[config.mk]
export PLATFORM = sky130hd
export DESIGN_NAME = conv_scan_sched
export DESIGN_NICKNAME = d
export VERILOG_FILES = /design/src/rtl/cnn_pkg.sv /design/src/rtl/win_addr_gen.sv /design/src/rtl/conv_scan_sched.sv
export SDC_FILE = /design/constraint.sdc
export NUM_CORES = 1
export LEC_CHECK = 0
export BUFFER_PORTS_ARGS = -buffer_cell sky130_fd_sc_hd__buf_4
export CORE_MARGIN = 2
export CORE_UTILIZATION = 43
export DETAILED_ROUTE_END_ITERATION = 16
export GPL_ROUTABILITY_DRIVEN = 0
export GPL_TIMING_DRIVEN = 0
export RECOVER_POWER = 100
export SLEW_MARGIN = 20
export SYNTH_ARGS = -nofsm -noshare
export SYNTH_HDL_FRONTEND = slang
export SYNTH_SLANG_ARGS = --single-unit
[constraint.sdc]
create_clock -name clk -period 4.5 [get_ports clk]
set_input_delay 0.225 -clock clk [delete_from_list [all_inputs] [get_ports clk]]
set_output_delay 0.225 -clock clk [all_outputs]
set_load 0.1 [all_outputs]
[src/rtl/cnn_pkg.sv]
// Shared types and sizing helpers for the conv/pool/FC scheduler.
package cnn_pkg;

  typedef enum logic [2:0] {
    S_IDLE,
    S_SCAN,
    S_DRAIN,
    S_FC,
    S_DONE
  } state_e;

  localparam int DEF_IMG_DIM = 64;
  localparam int DEF_TILE    = 8;
  localparam int DEF_PAD     = 2;

  function automatic int win_size(input int tile, input int pad);
    return tile + 2 * pad;
  endfunction

  function automatic int addr_width(input int img_dim);
    return 2 * $clog2(img_dim);
  endfunction

  // Width of a counter spanning 0..n-1, never narrower than one bit.
  function automatic int bits_for(input int n);
    return (n <= 2) ? 1 : $clog2(n);
  endfunction

endpackage

[src/rtl/win_addr_gen.sv]
// Nested tile/window position counters and the padded BRAM address they map to.
module win_addr_gen
  import cnn_pkg::*;
#(
  parameter int  IMG_DIM = DEF_IMG_DIM,
  parameter int  TILE    = DEF_TILE,
  parameter int  PAD     = DEF_PAD,
  localparam int AW      = addr_width(IMG_DIM),
  localparam int UW      = bits_for((IMG_DIM / TILE) * (IMG_DIM / TILE))
) (
  input  logic          clk,
  input  logic          rst,
  input  logic          clr,
  input  logic          inc,
  output logic [AW-1:0] addr,
  output logic          pad,
  output logic [UW-1:0] unit_sel,
  output logic          tile_first,
  output logic          tile_last,
  output logic          last_pos
);

  localparam int WIN      = win_size(TILE, PAD);
  localparam int TILES_1D = IMG_DIM / TILE;
  localparam int LOG      = $clog2(IMG_DIM);
  localparam int RW       = LOG + 2;
  localparam int CW       = bits_for(WIN);
  localparam int TW       = bits_for(TILES_1D);

  localparam logic [CW-1:0]        WIN_MAX = CW'(WIN - 1);
  localparam logic [TW-1:0]        T_MAX   = TW'(TILES_1D - 1);
  localparam logic signed [RW-1:0] DIM_S   = RW'(IMG_DIM);

  logic [CW-1:0] in_c_q, in_c_d, in_r_q, in_r_d;
  logic [TW-1:0] out_j_q, out_j_d, out_i_q, out_i_d;
  logic signed [RW-1:0] row_s, col_s;

  always_comb begin
    // NOTE: every variable gets a default before any branch so no path leaves it unassigned (no latch).
    in_c_d  = in_c_q;
    in_r_d  = in_r_q;
    out_j_d = out_j_q;
    out_i_d = out_i_q;
    if (clr) begin
      in_c_d  = '0;
      in_r_d  = '0;
      out_j_d = '0;
      out_i_d = '0;
    end else if (inc) begin
      if (in_c_q != WIN_MAX) begin
        in_c_d = in_c_q + CW'(1);
      end else begin
        in_c_d = '0;
        if (in_r_q != WIN_MAX) begin
          in_r_d = in_r_q + CW'(1);
        end else begin
          in_r_d = '0;
          if (out_j_q != T_MAX) begin
            out_j_d = out_j_q + TW'(1);
          end else begin
            out_j_d = '0;
            out_i_d = (out_i_q == T_MAX) ? '0 : out_i_q + TW'(1);
          end
        end
      end
    end
  end

  always_ff @(posedge clk) begin
    // NOTE: state registers use non-blocking assignment so every flop samples pre-edge values.
    if (rst) begin
      in_c_q  <= '0;
      in_r_q  <= '0;
      out_j_q <= '0;
      out_i_q <= '0;
    end else begin
      in_c_q  <= in_c_d;
      in_r_q  <= in_r_d;
      out_j_q <= out_j_d;
      out_i_q <= out_i_d;
    end
  end

  // Window origin sits PAD pixels up/left of the tile, so row/col may go negative.
  always_comb begin
    row_s      = RW'(int'(out_i_q) * TILE + int'(in_r_q) - PAD);
    col_s      = RW'(int'(out_j_q) * TILE + int'(in_c_q) - PAD);
    pad        = row_s[RW-1] | col_s[RW-1] | (row_s >= DIM_S) | (col_s >= DIM_S);
    addr       = pad ? '0 : {row_s[LOG-1:0], col_s[LOG-1:0]};
    unit_sel   = UW'(int'(out_i_q) * TILES_1D + int'(out_j_q));
    tile_first = (in_r_q == '0) && (in_c_q == '0);
    tile_last  = (in_r_q == WIN_MAX) && (in_c_q == WIN_MAX);
    last_pos   = tile_last && (out_j_q == T_MAX) && (out_i_q == T_MAX);
  end

endmodule

[src/rtl/conv_scan_sched.sv]
// Single-clock frame scheduler: paced window scan, drain wait, FL hand-off, completion pulse.
module conv_scan_sched
  import cnn_pkg::*;
#(
  parameter int  IMG_DIM   = DEF_IMG_DIM,
  parameter int  TILE      = DEF_TILE,
  parameter int  PAD       = DEF_PAD,
  parameter int  STEP_DIV  = 4,
  parameter int  DRAIN_CYC = 16,
  localparam int AW        = addr_width(IMG_DIM),
  localparam int UW        = bits_for((IMG_DIM / TILE) * (IMG_DIM / TILE))
) (
  input  logic          clk,
  input  logic          rst,
  input  logic          start,
  input  logic          pipe_ready,
  input  logic          fl_done,
  output logic          rd_en,
  output logic [AW-1:0] rd_addr,
  output logic          pad,
  output logic [UW-1:0] unit_sel,
  output logic          tile_first,
  output logic          tile_last,
  output logic          fl_start,
  output logic          busy,
  output logic          done
);

  localparam int PW = bits_for(STEP_DIV);
  localparam int DW = bits_for(DRAIN_CYC);
  localparam logic [PW-1:0] P_MAX = PW'(STEP_DIV - 1);
  localparam logic [DW-1:0] D_MAX = DW'(DRAIN_CYC - 1);

  state_e        state_q, state_d;
  logic [PW-1:0] presc_q, presc_d;
  logic [DW-1:0] drain_q, drain_d;
  logic          fl_sent_q, fl_sent_d;
  logic          issue, clr;

  logic [AW-1:0] g_addr;
  logic [UW-1:0] g_unit;
  logic          g_pad, g_first, g_last, g_final;

  logic          rd_en_q, rd_en_d, pad_q, pad_d;
  logic [AW-1:0] rd_addr_q, rd_addr_d;
  logic [UW-1:0] unit_sel_q, unit_sel_d;
  logic          tile_first_q, tile_first_d, tile_last_q, tile_last_d;
  logic          fl_start_q, fl_start_d, busy_q, busy_d, done_q, done_d;

  win_addr_gen #(
    .IMG_DIM(IMG_DIM),
    .TILE   (TILE),
    .PAD    (PAD)
  ) u_gen (
    .clk       (clk),
    .rst       (rst),
    .clr       (clr),
    .inc       (issue),
    .addr      (g_addr),
    .pad       (g_pad),
    .unit_sel  (g_unit),
    .tile_first(g_first),
    .tile_last (g_last),
    .last_pos  (g_final)
  );

  always_comb begin
    state_d   = state_q;
    presc_d   = presc_q;
    drain_d   = '0;
    fl_sent_d = 1'b0;
    issue     = 1'b0;
    clr       = 1'b0;
    case (state_q)
      S_IDLE: begin
        presc_d = '0;
        if (start) begin
          state_d = S_SCAN;
          clr     = 1'b1;
        end
      end
      S_SCAN: begin
        // A stall only freezes the prescaler at zero; mid-period it keeps counting.
        if (presc_q != '0 || pipe_ready) begin
          issue   = (presc_q == '0);
          presc_d = (presc_q == P_MAX) ? '0 : presc_q + PW'(1);
          if (issue && g_final) state_d = S_DRAIN;
        end
      end
      S_DRAIN: begin
        drain_d = drain_q + DW'(1);
        if (drain_q == D_MAX) begin
          drain_d = '0;
          state_d = S_FC;
        end
      end
      S_FC: begin
        fl_sent_d = 1'b1;
        if (fl_done) state_d = S_DONE;
      end
      S_DONE:  state_d = S_IDLE;
      default: state_d = S_IDLE;
    endcase

    rd_en_d      = issue;
    rd_addr_d    = issue ? g_addr : '0;
    pad_d        = issue & g_pad;
    unit_sel_d   = issue ? g_unit : '0;
    tile_first_d = issue & g_first;
    tile_last_d  = issue & g_last;
    fl_start_d   = (state_q == S_FC) && !fl_sent_q;
    done_d       = (state_q == S_DONE);
    busy_d       = (state_d != S_IDLE);
  end

  always_ff @(posedge clk) begin
    if (rst) begin
      state_q      <= S_IDLE;
      presc_q      <= '0;
      drain_q      <= '0;
      fl_sent_q    <= 1'b0;
      rd_en_q      <= 1'b0;
      rd_addr_q    <= '0;
      pad_q        <= 1'b0;
      unit_sel_q   <= '0;
      tile_first_q <= 1'b0;
      tile_last_q  <= 1'b0;
      fl_start_q   <= 1'b0;
      busy_q       <= 1'b0;
      done_q       <= 1'b0;
    end else begin
      state_q      <= state_d;
      presc_q      <= presc_d;
      drain_q      <= drain_d;
      fl_sent_q    <= fl_sent_d;
      rd_en_q      <= rd_en_d;
      rd_addr_q    <= rd_addr_d;
      pad_q        <= pad_d;
      unit_sel_q   <= unit_sel_d;
      tile_first_q <= tile_first_d;
      tile_last_q  <= tile_last_d;
      fl_start_q   <= fl_start_d;
      busy_q       <= busy_d;
      done_q       <= done_d;
    end
  end

  assign rd_en      = rd_en_q;
  assign rd_addr    = rd_addr_q;
  assign pad        = pad_q;
  assign unit_sel   = unit_sel_q;
  assign tile_first = tile_first_q;
  assign tile_last  = tile_last_q;
  assign fl_start   = fl_start_q;
  assign busy       = busy_q;
  assign done       = done_q;

endmodule

==> results of run 1 <==
==> routing by layer <==
metal,track usage,vias up,wire [um]
li1,-,879,-
met1,0.208,780,2040
met2,0.263,31,1860
met3,0.0375,4,138
met4,0.0635,0,38
met5,0,-,0
==> worst reg2reg max path, delay by kind of cell (launching register included) <==
family / cells / cell delay (ns)
buffers and inverters: 2 / 0.39
flip-flops: 1 / 0.38
AO/OA/AOI/OAI: 1 / 0.16
AND/OR/NAND/NOR: 3 / 1.36
==> registers in the layout (all words and copies together), names as in the netlist <==
register       cells
busy               1
u_gen.out_j_q      3
fl_sent_q          1
tile_first         1
rd_en              1
u_gen.out_i_q      3
u_gen.in_r_q       4
unit_sel           6
pad                1
fl_start           1
u_gen.in_c_q       4
rd_addr           12
drain_q            4
state_q            3
tile_last          1
done               1
presc_q            2
==> power breakdown <==
group | total (mW) | internal [mW] | switching, mW
registers | 0.439 | 0.437 | 0.00179
logic | 0.0442 | 0.0119 | 0.0323
clock network | 0.260 | 0.122 | 0.138
total | 0.743 | 0.571 | 0.172
==> cells by family (layout without fill, tap and decap cells) <==
kind of cell / Yosys count / in the layout / synth area share
buffers and inverters: 22 / 58 / 0.0395
xor gates and xnor gates: 13 / 13 / 0.0529
DFF: 49 / 49 / 0.456
adders and majority gates: 19 / 19 / 0.110
muxes: 4 / 4 / 0.0192
AOI/OAI and AO/OA: 28 / 28 / 0.0820
and+or+nand+nor: 95 / 95 / 0.240
==> cell type report <==
class	instances	area [sq um]	share of cell area
Inverter	13	48.8	0.0200
Sequential cell	49	981	0.401
Tap cell	67	83.8	0.0343
Clock buffer	7	86.3	0.0353
Buffer	9	33.8	0.0138
Multi-Input combinational cell	159	1090	0.444
Timing Repair Buffer	29	124	0.0507
==> synth_stat cells (2+ instances only) <==
| master | n |
|---|---|
| mux2i_1 | 3 |
| and3b_1 | 2 |
| and2_1 | 9 |
| or2_2 | 2 |
| or4_1 | 3 |
| nor3_1 | 6 |
| nand3b_1 | 2 |
| o21a_1 | 2 |
| o21ai_0 | 5 |
| nand4_1 | 2 |
| xnor2_1 | 11 |
| xor2_1 | 2 |
| nor4_1 | 15 |
| nor2b_1 | 2 |
| clkbuf_1 | 7 |
| o211ai_1 | 2 |
| nand2_1 | 13 |
| nor3b_1 | 2 |
| inv_1 | 13 |
| and3_1 | 3 |
| nor2_1 | 21 |
| dfxtp_1 | 49 |
| buf_2 | 2 |
| a31oi_1 | 2 |
| or3_1 | 4 |
| a21oi_1 | 10 |
| ha_1 | 19 |
| nand3_1 | 6 |
==> how the worst max path moves through the flow <==
stage	start	endpoint	cells past startpoint
after CTS	state_q[2]$_SDFF_PP0_	u_gen.out_i_q[0]$_SDFFE_PP0P_	6
after global placement	u_gen.out_i_q[0]$_SDFFE_PP0P_	rd_addr[5]$_SDFF_PP0_	7
final	state_q[2]$_SDFF_PP0_	u_gen.out_i_q[0]$_SDFFE_PP0P_	6
after global routing	u_gen.in_r_q[3]$_SDFFE_PP0P_	rd_addr[3]$_SDFF_PP0_	7
after detailed placement	u_gen.out_i_q[0]$_SDFFE_PP0P_	rd_addr[4]$_SDFF_PP0_	7
after floorplan	state_q[2]$_SDFF_PP0_	u_gen.out_i_q[0]$_SDFFE_PP0P_	6
==> qor.csv, run 1 <==
metric,value,unit
Slowest cell on crit path,or4_1,
Async SR Flop Fraction,0,
Area Overhead vs Synth,13.5,%
Hold Startpoint,rst,
CTS resizes,0,
worst skew pair latency,0.29,ns
I/O pins,30,
warnings from Yosys,0,
CP Data Arrival Time,2.58,ns
post-synthesis cell count,230,
Crit Path Category,reg -> reg,
via count,1694,
Max Slew Vio Count,0,
first-pass GRT wire length,6970,um
drt drc,0,
# diodes,0,
"Hold Vio Cnt, Final",0,
die footprint,5590,sq um
CP top delay family,simple AND/OR/NAND/NOR gates,
post-synthesis sequential area ratio,0.456,
final core occ,0.511,
Area after DPL,2450,sq um
most frequent cells in the layout,"dfxtp_1, clkbuf_1, nor2_1",
Starting Density,0.450,
hold depth,2,
"Largest stage delay, worst path",0.53,ns
Setup WS post-layout,2.15,ns
# fillers,466,
vias in the first global route,1594,
RR Endpoint,u_gen.out_i_q[0]$_SDFFE_PP0P_,
RSZ-0062 raised after global routing,no,
type of origin of the critical path,flop,
max cap viols,0,
final period utilization,0.523,
I/O Buffers,29,
"most common cell after layout, fill and taps aside",dfxtp_1,
Netlist cell types,39,
fin crit period,2.35,ns
clk slew on worst S/H paths,0.08,ns
H-tree depth,2,
Synth Flop Type,dfxtp_1,
status,"finished, final reports clean",
post-synthesis register bit count,49,
Die X,74.7,um
cell count of the worst reg-to-reg path,6,
drt first-iter violations,59,
hold endpoint,presc_q[1]$_SDFFE_PP0P_,
Hold WS,0.144,ns
std cell rows,25,
Clock Skews,0.00440,ns
Hold Path Class,in -> reg,
"Setup Fix Bufs, Post-CTS",0,
clock sinks,49,
GRT Residual Overflow,0,
Detailed Place HPWL,3020,um
cell total after placement,326,
DRT antenna net count,0,
Total Wirelength,4070,um
cells along the critical path,or3b_1 -> clkbuf_1 -> or4_1 -> clkbuf_1 -> or4_1 -> a21oi_1,
post-synth top area share,0.456,
worst vdd ir,0.172,mV
Mapped Avg Cell Area,9.36,sq um
Initial DRT Pass Iterations,4,
CP endpoint kind,flop,
total chip power,743,uW
pre-CTS setup slack,2.26,ns
TritonCTS clock tree,built,
CTS Buf Count,5,
Critical Path Fanout Max,10,
critical path required time,4.72,ns
Tot GR Track Use,0.161,
r2r setup slk,2.15,ns
worst r2r src,state_q[2]$_SDFF_PP0_,
Synthesized Nets,254,
Synth Cell Area,2150,sq um
total core area,4790,sq um
Die Height,74.7,um
Buf/Inv on CP,2,
number of antenna violations at the first check in global routing,0,
clock root buffer,clkbuf_8,
Setup TNS,0,ns
Clock Path Buffers,2,
# hold bufs at CTS,0,
Lkg Pwr,0.925,nW
Nets,290,
fin cells,333,
largest net degree at the start of global routing,14,
layout cells sized above 1,0.0564,
Area contributors post-synth,"dfxtp_1, ha_1, xnor2_1",
vias per cell,5.09,
cell taking the most area after synthesis,dfxtp_1,
Setup Viol. Count Final,0,
Worst-Margin Slew,1.17,ns
DR WL/cell,12.2,um
P per Cell Area,304,nW/um^2
"EDFF count, synth",0,
Fmax,425,MHz
Slew headroom,0.223,
Final Instance Area,2440,sq um
(Power assumes the default switching activity.)
==> run 2, diff against run 1 <==
--- a/config.mk
+++ b/config.mk
@@ -11,6 +11,7 @@
 export DETAILED_ROUTE_END_ITERATION = 16
 export GPL_ROUTABILITY_DRIVEN = 0
 export GPL_TIMING_DRIVEN = 0
+export PLACE_DENSITY = 0.65
 export RECOVER_POWER = 100
 export SLEW_MARGIN = 20
 export SYNTH_ARGS = -nofsm -noshare
==> constraint.sdc (replaced) <==
create_clock -name clk -period 2 [get_ports clk]
set_input_delay 0.1 -clock clk [delete_from_list [all_inputs] [get_ports clk]]
set_output_delay 0.1 -clock clk [all_outputs]
set_load 0.1 [all_outputs]
==> qor.csv, run 2 (same netlist as run 1, synthesis figures left out) <==
metric,value,unit,change
status,"finished, final reports clean",,unchanged
critical path required time,2.24,ns,was 4.72 ns
CP Data Arrival Time,2.18,ns,was 2.58 ns
Max Slew Vio Count,0,,unchanged
via count,1714,,"was 1,694"
DRT antenna net count,0,,unchanged
final period utilization,0.968,,was 0.523
H-tree depth,2,,unchanged
Nets,302,,was 290
CP endpoint kind,flop,,unchanged
Final Instance Area,2670,sq um,was 2440 sq um
drt first-iter violations,55,,was 59
total core area,4790,sq um,unchanged
max FFs per register,12,,unchanged
die footprint,5590,sq um,unchanged
Initial DRT Pass Iterations,4,,unchanged
Die Height,74.7,um,unchanged
Area Overhead vs Synth,24.2,%,was 13.5%
Area after DPL,2480,sq um,was 2450 sq um
P per Cell Area,622,nW/um^2,was 304 nW/um^2
largest net degree at the start of global routing,14,,unchanged
I/O pins,30,,unchanged
Setup Viol. Count Final,0,,unchanged
layout cells sized above 1,0.194,,was 0.0564
RSZ-0062 raised after global routing,no,,unchanged
Die X,74.7,um,unchanged
Crit Path Category,reg -> reg,,unchanged
std cell rows,25,,unchanged
worst vdd ir,0.414,mV,was 0.172 mV
TritonCTS clock tree,built,,unchanged
most frequent cells in the layout,"dfxtp_1, clkbuf_1, nor2_1",,unchanged
Total Wirelength,4240,um,was 4070 um
type of origin of the critical path,flop,,unchanged
"Hold Vio Cnt, Final",0,,unchanged
Lkg Pwr,0.980,nW,was 0.925 nW
Slew headroom,0.221,,was 0.223
Starting Density,0.450,,unchanged
# diodes,0,,unchanged
Clock Skews,0.00811,ns,was 0.00440 ns
number of antenna violations at the first check in global routing,0,,unchanged
Detailed Place HPWL,2900,um,was 3020 um
Worst-Margin Slew,1.17,ns,about the same
vias in the first global route,1628,,"was 1,594"
I/O Buffers,29,,unchanged
clk slew on worst S/H paths,0.08,ns,about the same
total chip power,1.66,mW,was 743 uW
Clock Path Buffers,2,,unchanged
drt drc,0,,unchanged
vias per cell,4.95,,was 5.09
fin crit period,1.94,ns,was 2.35 ns
CTS Buf Count,5,,unchanged
"most common cell after layout, fill and taps aside",dfxtp_1,,unchanged
clock sinks,49,,unchanged
GRT Residual Overflow,0,,unchanged
worst skew pair latency,0.31,ns,was 0.29 ns
Critical Path Fanout Max,5,,was 10
Tot GR Track Use,0.170,,was 0.161
Hold Path Class,in -> reg,,unchanged
Fmax,516,MHz,was 425 MHz
first-pass GRT wire length,7200,um,was 6970 um
max cap viols,0,,unchanged
DR WL/cell,12.2,um,about the same
clock root buffer,clkbuf_8,,unchanged
## run 2: cell types whose count changed in the layout (fill, tap and decap cells not counted), sizes merged
cell | before | now
dlygate4sd3 | 0 | 1
clkbuf | 41 | 40
buf | 4 | 17
## run 2: area by class of cell
cell class / instances / area (sq um)
inverters: 13 / 48.8
clock buffers: 8 / 80.1
fillers: 476 / 2110
well taps: 67 / 83.8
plain buffers: 7 / 40.0
repair buffers: 43 / 221
multi-input cells: 159 / 1200
flip-flops and latches: 49 / 995
## run 2: worst max-delay path, stage by stage (launching register included)
cell     delay [ns]
dfxtp_4        0.35
or3b_4         0.39
buf_6          0.14
buf_4          0.14
or3_4          0.38
or3_4          0.37
a21oi_2        0.11
## run 2: worst paths after layout
check | from | end | slack [ns] | depth (start not counted)
worst max register to register | state_q[2]$_SDFF_PP0_ | u_gen.in_r_q[3]$_SDFFE_PP0P_ | 0.06 | 6
worst max-delay path | state_q[2]$_SDFF_PP0_ | u_gen.in_r_q[3]$_SDFFE_PP0P_ | 0.06 | 6
worst min-delay path | fl_done | state_q[2]$_SDFF_PP0_ | 0.02 | 2
worst min register to register | fl_sent_q$_SDFF_PP0_ | fl_start$_SDFF_PP0_ | 0.38 | 1
## run 2: metrics by stage
stage | setup TNS, ns | worst slack (ns) | utilization | cells | hold slack (ns)
after floorplan | -0.0255 | -0.0255 | - | 230 | 0.169
after global placement | -2.03 | -0.198 | 0.518 | 326 | 0.324
after detailed placement | -2.39 | -0.230 | 0.518 | 326 | 0.324
after CTS | -0.00251 | -0.00251 | 0.553 | 342 | 0.00876
after global routing | 0 | 0.00462 | 0.558 | 346 | 0.0375
final | 0 | 0.0635 | 0.558 | 346 | 0.0165
## run 2: layer usage
layer,wire [um],global-route usage,up-vias
met5,0,0,-
met1,2060,0.212,762
met3,190,0.0469,12
met2,1870,0.270,35
met4,114,0.0833,0
li1,-,-,905
## run 2: power by group
| group | total (mW) | switching, mW | leakage (nW) | internal (mW) |
|---|---|---|---|---|
| combinational | 0.115 | 0.0777 | 0.541 | 0.0374 |
| clock | 0.563 | 0.314 | 0.0395 | 0.249 |
| sequential | 0.984 | 0.00416 | 0.400 | 0.980 |
| total | 1.66 | 0.396 | 0.980 | 1.27 |
## run 2: timing repair
item | 4_1_cts | 5_1_grt
endpoints found under the setup margin | 12 | 20
hold buffers | 1 | 0
resized for setup | 11 | 32
setup buffers | 8 | 4
gates cloned | 0 | 1
pin swaps | 6 | 3
hold endpoints to repair | 1 | 0
